File: src/rtl/cpu_pkg.sv
`default_nettype none
// ============================================================================
// Module : cpu_pkg
// Brief  : Opcodes, FSM state encoding and instruction bit positions for cpu_core.
// Rev    : 1.0
// ============================================================================
package cpu_pkg;

    localparam logic [3:0] OP_NOP   = 4'h0;
    localparam logic [3:0] OP_LOAD  = 4'h1;
    localparam logic [3:0] OP_STORE = 4'h2;
    localparam logic [3:0] OP_ADD   = 4'h3;
    localparam logic [3:0] OP_SUB   = 4'h4;
    localparam logic [3:0] OP_AND   = 4'h5;
    localparam logic [3:0] OP_OR    = 4'h6;
    localparam logic [3:0] OP_XOR   = 4'h7;
    localparam logic [3:0] OP_JMP   = 4'h8;
    localparam logic [3:0] OP_JZ    = 4'h9;
    localparam logic [3:0] OP_OUT   = 4'hA;
    localparam logic [3:0] OP_JC    = 4'hB;
    localparam logic [3:0] OP_HALT  = 4'hF;

    localparam int OP_MSB      = 15;
    localparam int OP_LSB      = 12;
    localparam int SRC_BIT     = 11;
    localparam int OUT_SEL_BIT = 0;

    typedef enum logic [3:0] {
        ST_IDLE   = 4'd0,
        ST_FETCH  = 4'd1,
        ST_DECODE = 4'd2,
        ST_OPER   = 4'd3,
        ST_MEMRD  = 4'd4,
        ST_MEMWR  = 4'd5,
        ST_EXEC   = 4'd6,
        ST_HALT   = 4'd7,
        ST_TRAP   = 4'd8
    } state_t;

endpackage
`default_nettype wire

File: src/rtl/cpu_core_if.sv
`default_nettype none
// ============================================================================
// Module : cpu_core_if
// Brief  : Start/busy RAM handshake between cpu_core (master) and the SPI RAM controller.
// Rev    : 1.0
// ============================================================================
interface cpu_core_if #(
    parameter int DATA_WIDTH = 16,
    parameter int ADDR_WIDTH = 16
) ();
    logic [ADDR_WIDTH-1:0] mem_addr;
    logic [DATA_WIDTH-1:0] mem_wdata;
    logic                  mem_start_read;
    logic                  mem_start_write;
    logic [DATA_WIDTH-1:0] mem_rdata;
    logic                  mem_busy;

    modport master (
        output mem_addr, mem_wdata, mem_start_read, mem_start_write,
        input  mem_rdata, mem_busy
    );

    modport slave (
        input  mem_addr, mem_wdata, mem_start_read, mem_start_write,
        output mem_rdata, mem_busy
    );
endinterface
`default_nettype wire

File: src/rtl/cpu_decoder.sv
`default_nettype none
// ============================================================================
// Module : cpu_decoder
// Brief  : Combinational opcode decode; macro CPU_CARRY_EN makes opcode B (JC) legal.
// Rev    : 1.0
// ============================================================================
module cpu_decoder
    import cpu_pkg::*;
(
    input  wire  [3:0]  i_op,
    input  wire         i_src,
    output logic [15:0] o_op_hot,
    output logic        o_two_word,
    output logic        o_mem_read,
    output logic        o_unknown
);

    always_comb begin
        o_op_hot       = '0;
        o_op_hot[i_op] = 1'b1;
        o_two_word     = (i_op >= OP_LOAD) && (i_op <= OP_JZ);
        o_mem_read     = i_src && ((i_op == OP_LOAD) || ((i_op >= OP_ADD) && (i_op <= OP_XOR)));
`ifdef CPU_CARRY_EN
        o_two_word     = o_two_word || (i_op == OP_JC);
        o_unknown      = (i_op > OP_JC) && (i_op < OP_HALT);
`else
        o_unknown      = (i_op >= OP_JC) && (i_op < OP_HALT);
`endif
    end

endmodule
`default_nettype wire

File: src/rtl/cpu_core.sv
`default_nettype none
// ============================================================================
// Module : cpu_core
// Brief  : Multi-cycle accumulator CPU on a start/busy RAM port; CPU_CARRY_EN adds carry + JC.
// Rev    : 1.0
// ============================================================================
module cpu_core
    import cpu_pkg::*;
#(
    parameter int DATA_WIDTH = 16,
    parameter int ADDR_WIDTH = 16,
    parameter int OUT_WIDTH  = 8
) (
    input  wire                  clk,
    input  wire                  rst_n,
    input  wire                  step,
    input  wire                  run,
    input  wire  [OUT_WIDTH-1:0] data_in,
    output logic [OUT_WIDTH-1:0] data_out,
    output logic                 busy,
    output logic                 halt,
    output logic                 trap,
    cpu_core_if.master           mem
);

    localparam logic [ADDR_WIDTH-1:0] C_ONE = {{(ADDR_WIDTH-1){1'b0}}, 1'b1};
    localparam logic [ADDR_WIDTH-1:0] C_TWO = {{(ADDR_WIDTH-2){1'b0}}, 2'b10};

    state_t                r_state;
    logic [ADDR_WIDTH-1:0] r_pc;
    logic [ADDR_WIDTH-1:0] r_opaddr;
    logic [ADDR_WIDTH-1:0] r_mem_addr;
    logic [DATA_WIDTH-1:0] r_inst;
    logic [DATA_WIDTH-1:0] r_accum;
    logic [DATA_WIDTH-1:0] r_value;
    logic [DATA_WIDTH-1:0] r_mem_wdata;
    logic [OUT_WIDTH-1:0]  r_data_out;
    logic                  r_start_rd;
    logic                  r_start_wr;
    logic [1:0]            r_ign;
`ifdef CPU_CARRY_EN
    logic                  r_carry;
`endif

    logic [15:0]           w_hot;
    logic                  w_two_word;
    logic                  w_mem_rd;
    logic                  w_unknown;
    logic                  w_mem_done;
    logic [ADDR_WIDTH-1:0] w_pc_next;
    logic                  w_unused_ok;

    cpu_decoder u_dec (
        .i_op       (r_inst[OP_MSB:OP_LSB]),
        .i_src      (r_inst[SRC_BIT]),
        .o_op_hot   (w_hot),
        .o_two_word (w_two_word),
        .o_mem_read (w_mem_rd),
        .o_unknown  (w_unknown)
    );

    // r_ign covers the start cycle and the cycle after it, where busy is not yet meaningful
    assign w_mem_done = (r_ign == 2'd0) && !mem.mem_busy;

    always_comb begin
        w_pc_next = r_pc + C_TWO;
        if (r_state == ST_DECODE)
            w_pc_next = r_pc + C_ONE;
        else if (w_hot[OP_JMP])
            w_pc_next = r_opaddr;
        else if (w_hot[OP_JZ] && (r_accum == '0))
            w_pc_next = r_opaddr;
`ifdef CPU_CARRY_EN
        else if (w_hot[OP_JC] && r_carry)
            w_pc_next = r_opaddr;
`endif
    end

    always_ff @(posedge clk or negedge rst_n) begin
        if (!rst_n) begin
            r_state     <= ST_IDLE;
            r_pc        <= '0;
            r_opaddr    <= '0;
            r_mem_addr  <= '0;
            r_inst      <= '0;
            r_accum     <= '0;
            r_value     <= '0;
            r_mem_wdata <= '0;
            r_data_out  <= '0;
            r_start_rd  <= 1'b0;
            r_start_wr  <= 1'b0;
            r_ign       <= 2'd0;
`ifdef CPU_CARRY_EN
            r_carry     <= 1'b0;
`endif
        end else begin
            r_start_rd <= 1'b0;
            r_start_wr <= 1'b0;
            if (r_ign != 2'd0)
                r_ign <= r_ign - 2'd1;

            case (r_state)
                ST_IDLE: begin
                    if (step || run) begin
                        r_mem_addr <= r_pc;
                        r_start_rd <= 1'b1;
                        r_ign      <= 2'd2;
                        r_state    <= ST_FETCH;
                    end
                end
                ST_FETCH: begin
                    if (w_mem_done) begin
                        r_inst  <= mem.mem_rdata;
                        r_state <= ST_DECODE;
                    end
                end
                ST_DECODE: begin
                    if (w_unknown) begin
                        r_state <= ST_TRAP;
                    end else if (w_hot[OP_HALT]) begin
                        r_state <= ST_HALT;
                    end else if (w_two_word) begin
                        r_mem_addr <= r_pc + C_ONE;
                        r_start_rd <= 1'b1;
                        r_ign      <= 2'd2;
                        r_state    <= ST_OPER;
                    end else begin
                        if (w_hot[OP_OUT])
                            r_data_out <= r_inst[OUT_SEL_BIT] ? r_accum[2*OUT_WIDTH-1:OUT_WIDTH]
                                                              : r_accum[OUT_WIDTH-1:0];
                        r_pc <= w_pc_next;
                        if (run) begin
                            r_mem_addr <= w_pc_next;
                            r_start_rd <= 1'b1;
                            r_ign      <= 2'd2;
                            r_state    <= ST_FETCH;
                        end else begin
                            r_state <= ST_IDLE;
                        end
                    end
                end
                ST_OPER: begin
                    if (w_mem_done) begin
                        r_value  <= mem.mem_rdata;
                        r_opaddr <= mem.mem_rdata[ADDR_WIDTH-1:0];
                        if (w_mem_rd) begin
                            r_mem_addr <= mem.mem_rdata[ADDR_WIDTH-1:0];
                            r_start_rd <= 1'b1;
                            r_ign      <= 2'd2;
                            r_state    <= ST_MEMRD;
                        end else if (w_hot[OP_STORE]) begin
                            r_mem_addr  <= mem.mem_rdata[ADDR_WIDTH-1:0];
                            r_mem_wdata <= r_accum;
                            r_start_wr  <= 1'b1;
                            r_ign       <= 2'd2;
                            r_state     <= ST_MEMWR;
                        end else begin
                            r_state <= ST_EXEC;
                        end
                    end
                end
                ST_MEMRD: begin
                    if (w_mem_done) begin
                        r_value <= mem.mem_rdata;
                        r_state <= ST_EXEC;
                    end
                end
                ST_MEMWR: begin
                    if (w_mem_done)
                        r_state <= ST_EXEC;
                end
                ST_EXEC: begin
                    if (w_hot[OP_LOAD]) begin
                        r_accum <= r_value;
                    end else if (w_hot[OP_ADD]) begin
`ifdef CPU_CARRY_EN
                        {r_carry, r_accum} <= {1'b0, r_accum} + {1'b0, r_value};
`else
                        r_accum <= r_accum + r_value;
`endif
                    end else if (w_hot[OP_SUB]) begin
                        r_accum <= r_accum - r_value;
`ifdef CPU_CARRY_EN
                        r_carry <= (r_accum < r_value);
`endif
                    end else if (w_hot[OP_AND]) begin
                        r_accum <= r_accum & r_value;
                    end else if (w_hot[OP_OR]) begin
                        r_accum <= r_accum | r_value;
                    end else if (w_hot[OP_XOR]) begin
                        r_accum <= r_accum ^ r_value;
                    end
                    r_pc <= w_pc_next;
                    if (run) begin
                        r_mem_addr <= w_pc_next;
                        r_start_rd <= 1'b1;
                        r_ign      <= 2'd2;
                        r_state    <= ST_FETCH;
                    end else begin
                        r_state <= ST_IDLE;
                    end
                end
                ST_HALT: r_state <= ST_HALT;
                ST_TRAP: r_state <= ST_TRAP;
                default: r_state <= ST_TRAP;
            endcase
        end
    end

    assign busy     = (r_state != ST_IDLE) && (r_state != ST_HALT) && (r_state != ST_TRAP);
    assign halt     = (r_state == ST_HALT);
    assign trap     = (r_state == ST_TRAP);
    assign data_out = r_data_out;

    assign mem.mem_addr        = r_mem_addr;
    assign mem.mem_wdata       = r_mem_wdata;
    assign mem.mem_start_read  = r_start_rd;
    assign mem.mem_start_write = r_start_wr;

    assign w_unused_ok = ^{data_in, r_inst, w_hot};

endmodule
`default_nettype wire
File: src/flat_wrapper.sv
// flat-port wrapper written by rule: the top's interface ports become plain ports
module cpu_core_flat import cpu_pkg::*;
#(
    parameter int DATA_WIDTH = 16,
    parameter int ADDR_WIDTH = 16,
    parameter int OUT_WIDTH  = 8
)
  (clk, rst_n, step, run, data_in, data_out, busy, halt, trap, mem_mem_addr, mem_mem_wdata, mem_mem_start_read, mem_mem_start_write, mem_mem_rdata, mem_mem_busy);
  cpu_core_if #(.DATA_WIDTH(DATA_WIDTH), .ADDR_WIDTH(ADDR_WIDTH)) mem_i ();
  input  wire clk;
  input  wire rst_n;
  input  wire step;
  input  wire run;
  input  wire  [OUT_WIDTH-1:0] data_in;
  output logic [OUT_WIDTH-1:0] data_out;
  output logic busy;
  output logic halt;
  output logic trap;
  output wire logic [$bits(mem_i.mem_addr)-1:0] mem_mem_addr;
  output wire logic [$bits(mem_i.mem_wdata)-1:0] mem_mem_wdata;
  output wire logic [$bits(mem_i.mem_start_read)-1:0] mem_mem_start_read;
  output wire logic [$bits(mem_i.mem_start_write)-1:0] mem_mem_start_write;
  input wire logic [$bits(mem_i.mem_rdata)-1:0] mem_mem_rdata;
  input wire logic [$bits(mem_i.mem_busy)-1:0] mem_mem_busy;
  assign mem_mem_addr = mem_i.mem_addr;
  assign mem_mem_wdata = mem_i.mem_wdata;
  assign mem_mem_start_read = mem_i.mem_start_read;
  assign mem_mem_start_write = mem_i.mem_start_write;
  assign mem_i.mem_rdata = mem_mem_rdata;
  assign mem_i.mem_busy = mem_mem_busy;
  cpu_core #(.DATA_WIDTH(DATA_WIDTH), .ADDR_WIDTH(ADDR_WIDTH), .OUT_WIDTH(OUT_WIDTH)) u_core (.clk(clk), .rst_n(rst_n), .step(step), .run(run), .data_in(data_in), .data_out(data_out), .busy(busy), .halt(halt), .trap(trap), .mem(mem_i));
endmodule
File: config.mk
export PLATFORM = sky130hd
export DESIGN_NAME = cpu_core_flat
export DESIGN_NICKNAME = d
export VERILOG_FILES = /design/src/rtl/cpu_pkg.sv /design/src/rtl/cpu_core_if.sv /design/src/rtl/cpu_decoder.sv /design/src/rtl/cpu_core.sv /design/src/flat_wrapper.sv
export SDC_FILE = /design/constraint.sdc
export NUM_CORES = 1
export LEC_CHECK = 0
export BUFFER_PORTS_ARGS = -buffer_cell sky130_fd_sc_hd__buf_2
export CAP_MARGIN = 5
export CORE_UTILIZATION = 27
export DETAILED_ROUTE_END_ITERATION = 8
export PLACE_DENSITY = 0.49
export SYNTH_ARGS = -nofsm -noshare
export SYNTH_HDL_FRONTEND = slang
export SYNTH_SLANG_ARGS = --single-unit
export TNS_END_PERCENT = 5
File: constraint.sdc
create_clock -name clk -period 7.7 [get_ports clk]
set_input_delay 0.77 -clock clk [delete_from_list [all_inputs] [get_ports clk]]
set_output_delay 0.77 -clock clk [all_outputs]
set_load 0.05 [all_outputs]
==> results.tsv <==
metric	value	unit
Post-DRT Antenna Nets	0	
Final HPWL DP	22.77	mm
Routed WL per cell	20.30	um
final WL	31.91	mm
global-route wire length before repair	49.50	mm
CTS resizes	0	
RSZ-0062 raised after global routing	no	
Worst R2R End	u_core.mem.mem_wdata[3]$_DFFE_PN0P_	
peak supply drop	204.9	uV
status	complete, no violations	
Post-Syn Area	9139	um^2
nets@finish	1198	
Synth async-reset ratio	100.0	%
Req. time, crit path	7.96	ns
Synthesized Nets	1180	
synth top area cells	dfrtp_1, ha_1, mux2_2, nand2_1, o21ai_0	
hold path cells	2	
setup_tns	0	ns
Rows	67	
CP delay by family, top	simple AND/OR/NAND/NOR gates	
Sink Count	118	
routed vias	8498	
Final setup viols	0	
antenna violations before repair	0	
clk buf depth	2	
gpl congestion	0.9055	
Slew @ Worst Pin	1.187	ns
crit-path max FO	33	
H-Tree Depth	4	
Synth cell types	85	
IO Pins	74	
switching share of power	50.14	%
Lkg Pwr	0.004381	uW
number of global-route vias before repair	8160	
Layout area overhead	13.47	%
clock root buffer master	clkbuf_16	
Reg power frac	26.4	%
vias per cell	5.406	
Pint	2353	uW
Critical Path, Cell by Cell	nor2b_1, and2_1, nand3_1, nand2_1, o21ai_0	
Main synth FF type	dfrtp_1	
full die area	34590	um^2
Yosys top cell area share	32.31	%
Overflow after GRT	0	
Hold Crit Class	reg2reg	
Worst-Skew Late Latency	0.44	ns
Final Slew Violations	0	
Worst Hold End	u_core.data_out[2]$_DFFE_PN0P_	
fin crit share	50.71	%
max incr delay on CP	1.13	ns
TritonCTS buffer count	17	
FMAX	256.1	MHz
CP Capture Type	flop	
Setup Fix Bufs, Post-CTS	0	
GRT Util Overall	19.18	%
DR pass1 iterations	5	
Post-Synthesis Cells	1096	
Worst R2R Path Depth	5	
sw power	2367	uW
area leader, netlist	dfrtp_1	
die width	186.0	um
Multi-input gate area	5632	um^2
register area	2953	um^2
combinational power share	55.6	%
Reg-to-Reg Start	u_core.r_state[1]$_DFFE_PN0P_	
Seq/Total Area, Yosys	32.31	%
CP bufs+invs	0	
final non-filler cell total	1572	
crit path max-delay cell type	nand3_1	
# fillers	3580	
Seq cells post-synth	118	
Reg2Reg Setup Slack	3.80	ns
initial DRC count	658	
max_slew headroom	20.65	%
Clock transition at path regs	0.06	ns
clock skew	0.01648	ns
Clk pwr share	18.0	%
yosys warns	0	
Worst setup startpoint	u_core.r_state[1]$_DFFE_PN0P_	
dpl cells	1543	
P per Cell Area	455.2	nW/um^2
layout cell share with drive strength beyond 1	15.57	%
Initial Utilization	27.32	%
number of synthesized flops with an enable pin	0	
number of buffers inserted by port buffering	65	
ANT cells	0	
Die Ht	186.0	um
crit start category	flop	
mean area per synthesized cell	8.338	um^2
CTS tree	built	
HP Start	u_core.data_out[2]$_DFFE_PN0P_	
critical path type	reg2reg	
CTS Hold Bufs	0	
Max Cap Violations	0	
CP arrival	4.16	ns
Final min period	3.905	ns
drt drc	0	
maximum number of pins on one net before global-route repair	72	
core box area	33450	um^2
Hold Violations, Final	0	
==> registers in the layout, indices dropped and copies added, names as in the netlist <==
register / count
u_core.data_out: 8
u_core.mem.mem_addr: 16
u_core.mem.mem_start_read: 1
u_core.mem.mem_start_write: 1
u_core.mem.mem_wdata: 16
u_core.r_accum: 16
u_core.r_ign: 2
u_core.r_inst: 6
u_core.r_opaddr: 16
u_core.r_pc: 16
u_core.r_state: 4
u_core.r_value: 16
==> metal layers <==
| metal | part of all wire, % | up-vias | global-route usage, % |
|---|---|---|---|
| met5 | 0 | - | 0 |
| met2 | 45 | 293 | 30.19 |
| met3 | 5.9 | 44 | 3.463 |
| met4 | 2.2 | 0 | 6.984 |
| met1 | 47 | 4133 | 26.05 |
| li1 | - | 4028 | - |
==> synth_stat cells (5+ instances only) <==
master,number
nor2b_1,6
nor3_1,28
nand2b_1,13
nand2_1,119
mux2_2,40
a31oi_1,13
o211ai_1,15
a211oi_1,12
a21o_1,9
o31ai_1,13
dfrtp_1,118
a22o_1,7
nor2_2,5
inv_1,59
a221o_1,7
o21ai_0,85
nor4_1,11
buf_1,7
mux2i_1,17
o221ai_1,10
o21a_1,7
a21oi_1,82
o22ai_1,5
clkbuf_1,39
nor2_1,94
or2_2,5
ha_1,53
nand4_1,13
a22oi_1,10
or3_1,8
a221oi_1,13
xnor2_1,20
nand3_1,21
buf_2,24
xor2_1,11
o21ai_1,8
==> cells in the final DEF (no fill, tap or decap), types with 17 or more instances in the layout <==
cell       instances
nand3_1           21
ha_1              53
nor3_1            28
xnor2_1           20
inv_1             59
clkbuf_16         17
dfrtp_1          118
o21ai_0           85
nor2_1            94
nand2_1          119
buf_2             64
mux2_2            40
a21oi_1           82
mux2i_1           17
==> per-stage QoR <==
| stage | setup WS (ns) | util (%) | area [um^2] | hold slack, ns | power, uW |
|---|---|---|---|---|---|
| 5_1_grt | 3.410 | 31.00 | 10370 | 0.5002 | 5071 |
| 2_1_floorplan | 4.488 | - | 9139 | 0.4744 | 3146 |
| 4_1_cts | 3.849 | 31.00 | 10370 | 0.4784 | 4718 |
| 3_3_place_gp | 3.887 | 29.21 | 9769 | 0.4586 | 3832 |
| 6_report | 3.796 | 31.00 | 10370 | 0.4693 | 4721 |
| 3_5_place_dp | 3.888 | 29.21 | 9769 | 0.4657 | 3847 |
==> cell families (layout without fill, tap and decap cells) <==
| kind of cell | Yosys count | count (layout) | synth area share [%] |
|---|---|---|---|
| muxes | 57 | 57 | 6.791 |
| xor gates and xnor gates | 31 | 31 | 2.971 |
| buffers and inverters | 135 | 163 | 6.065 |
| AOI/OAI and AO/OA | 346 | 346 | 25.44 |
| adders and majority gates | 55 | 55 | 7.694 |
| DFF | 118 | 118 | 32.31 |
| and+or+nand+nor | 354 | 354 | 18.73 |
==> worst max path at each step <==
stage                                                       to  slack (ns)  cells after the start
after global placement     u_core.mem.mem_wdata[7]$_DFFE_PN0P_        3.89                      5
after CTS                 u_core.mem.mem_wdata[15]$_DFFE_PN0P_        3.85                      4
after detailed placement   u_core.mem.mem_wdata[7]$_DFFE_PN0P_        3.89                      5
after floorplan                                           trap        4.49                      3
final                      u_core.mem.mem_wdata[3]$_DFFE_PN0P_        3.80                      5
after global routing       u_core.mem.mem_wdata[3]$_DFFE_PN0P_        3.41                      4
==> cell type report <==
class	count	share of cell area [%]
multi-input cells	843	54.31
flip-flops and latches	118	28.48
well taps	448	5.405
clock buffers	20	4.307
repair buffers	75	3.885
inverters	59	2.136
clock inverters	9	1.484
==> power groups by stage <==
stage	Sequential (uW)	Clock (uW)	Combinational (uW)
2_1_floorplan	1220	0	1930
3_3_place_gp	1250	0	2590
3_5_place_dp	1250	0	2600
4_1_cts	1240	866	2610
5_1_grt	1290	888	2890
6_report	1250	848	2630
==> worst min-delay path, delay by kind of cell, from the launching register on <==
| family | cells | cell delay [ns] |
|---|---|---|
| flip-flops | 1 | 0.33 |
| AO/OA/AOI/OAI | 1 | 0.05 |
| AND/OR/NAND/NOR | 1 | 0.04 |
Note: power is estimated with default switching activity, not from simulation.
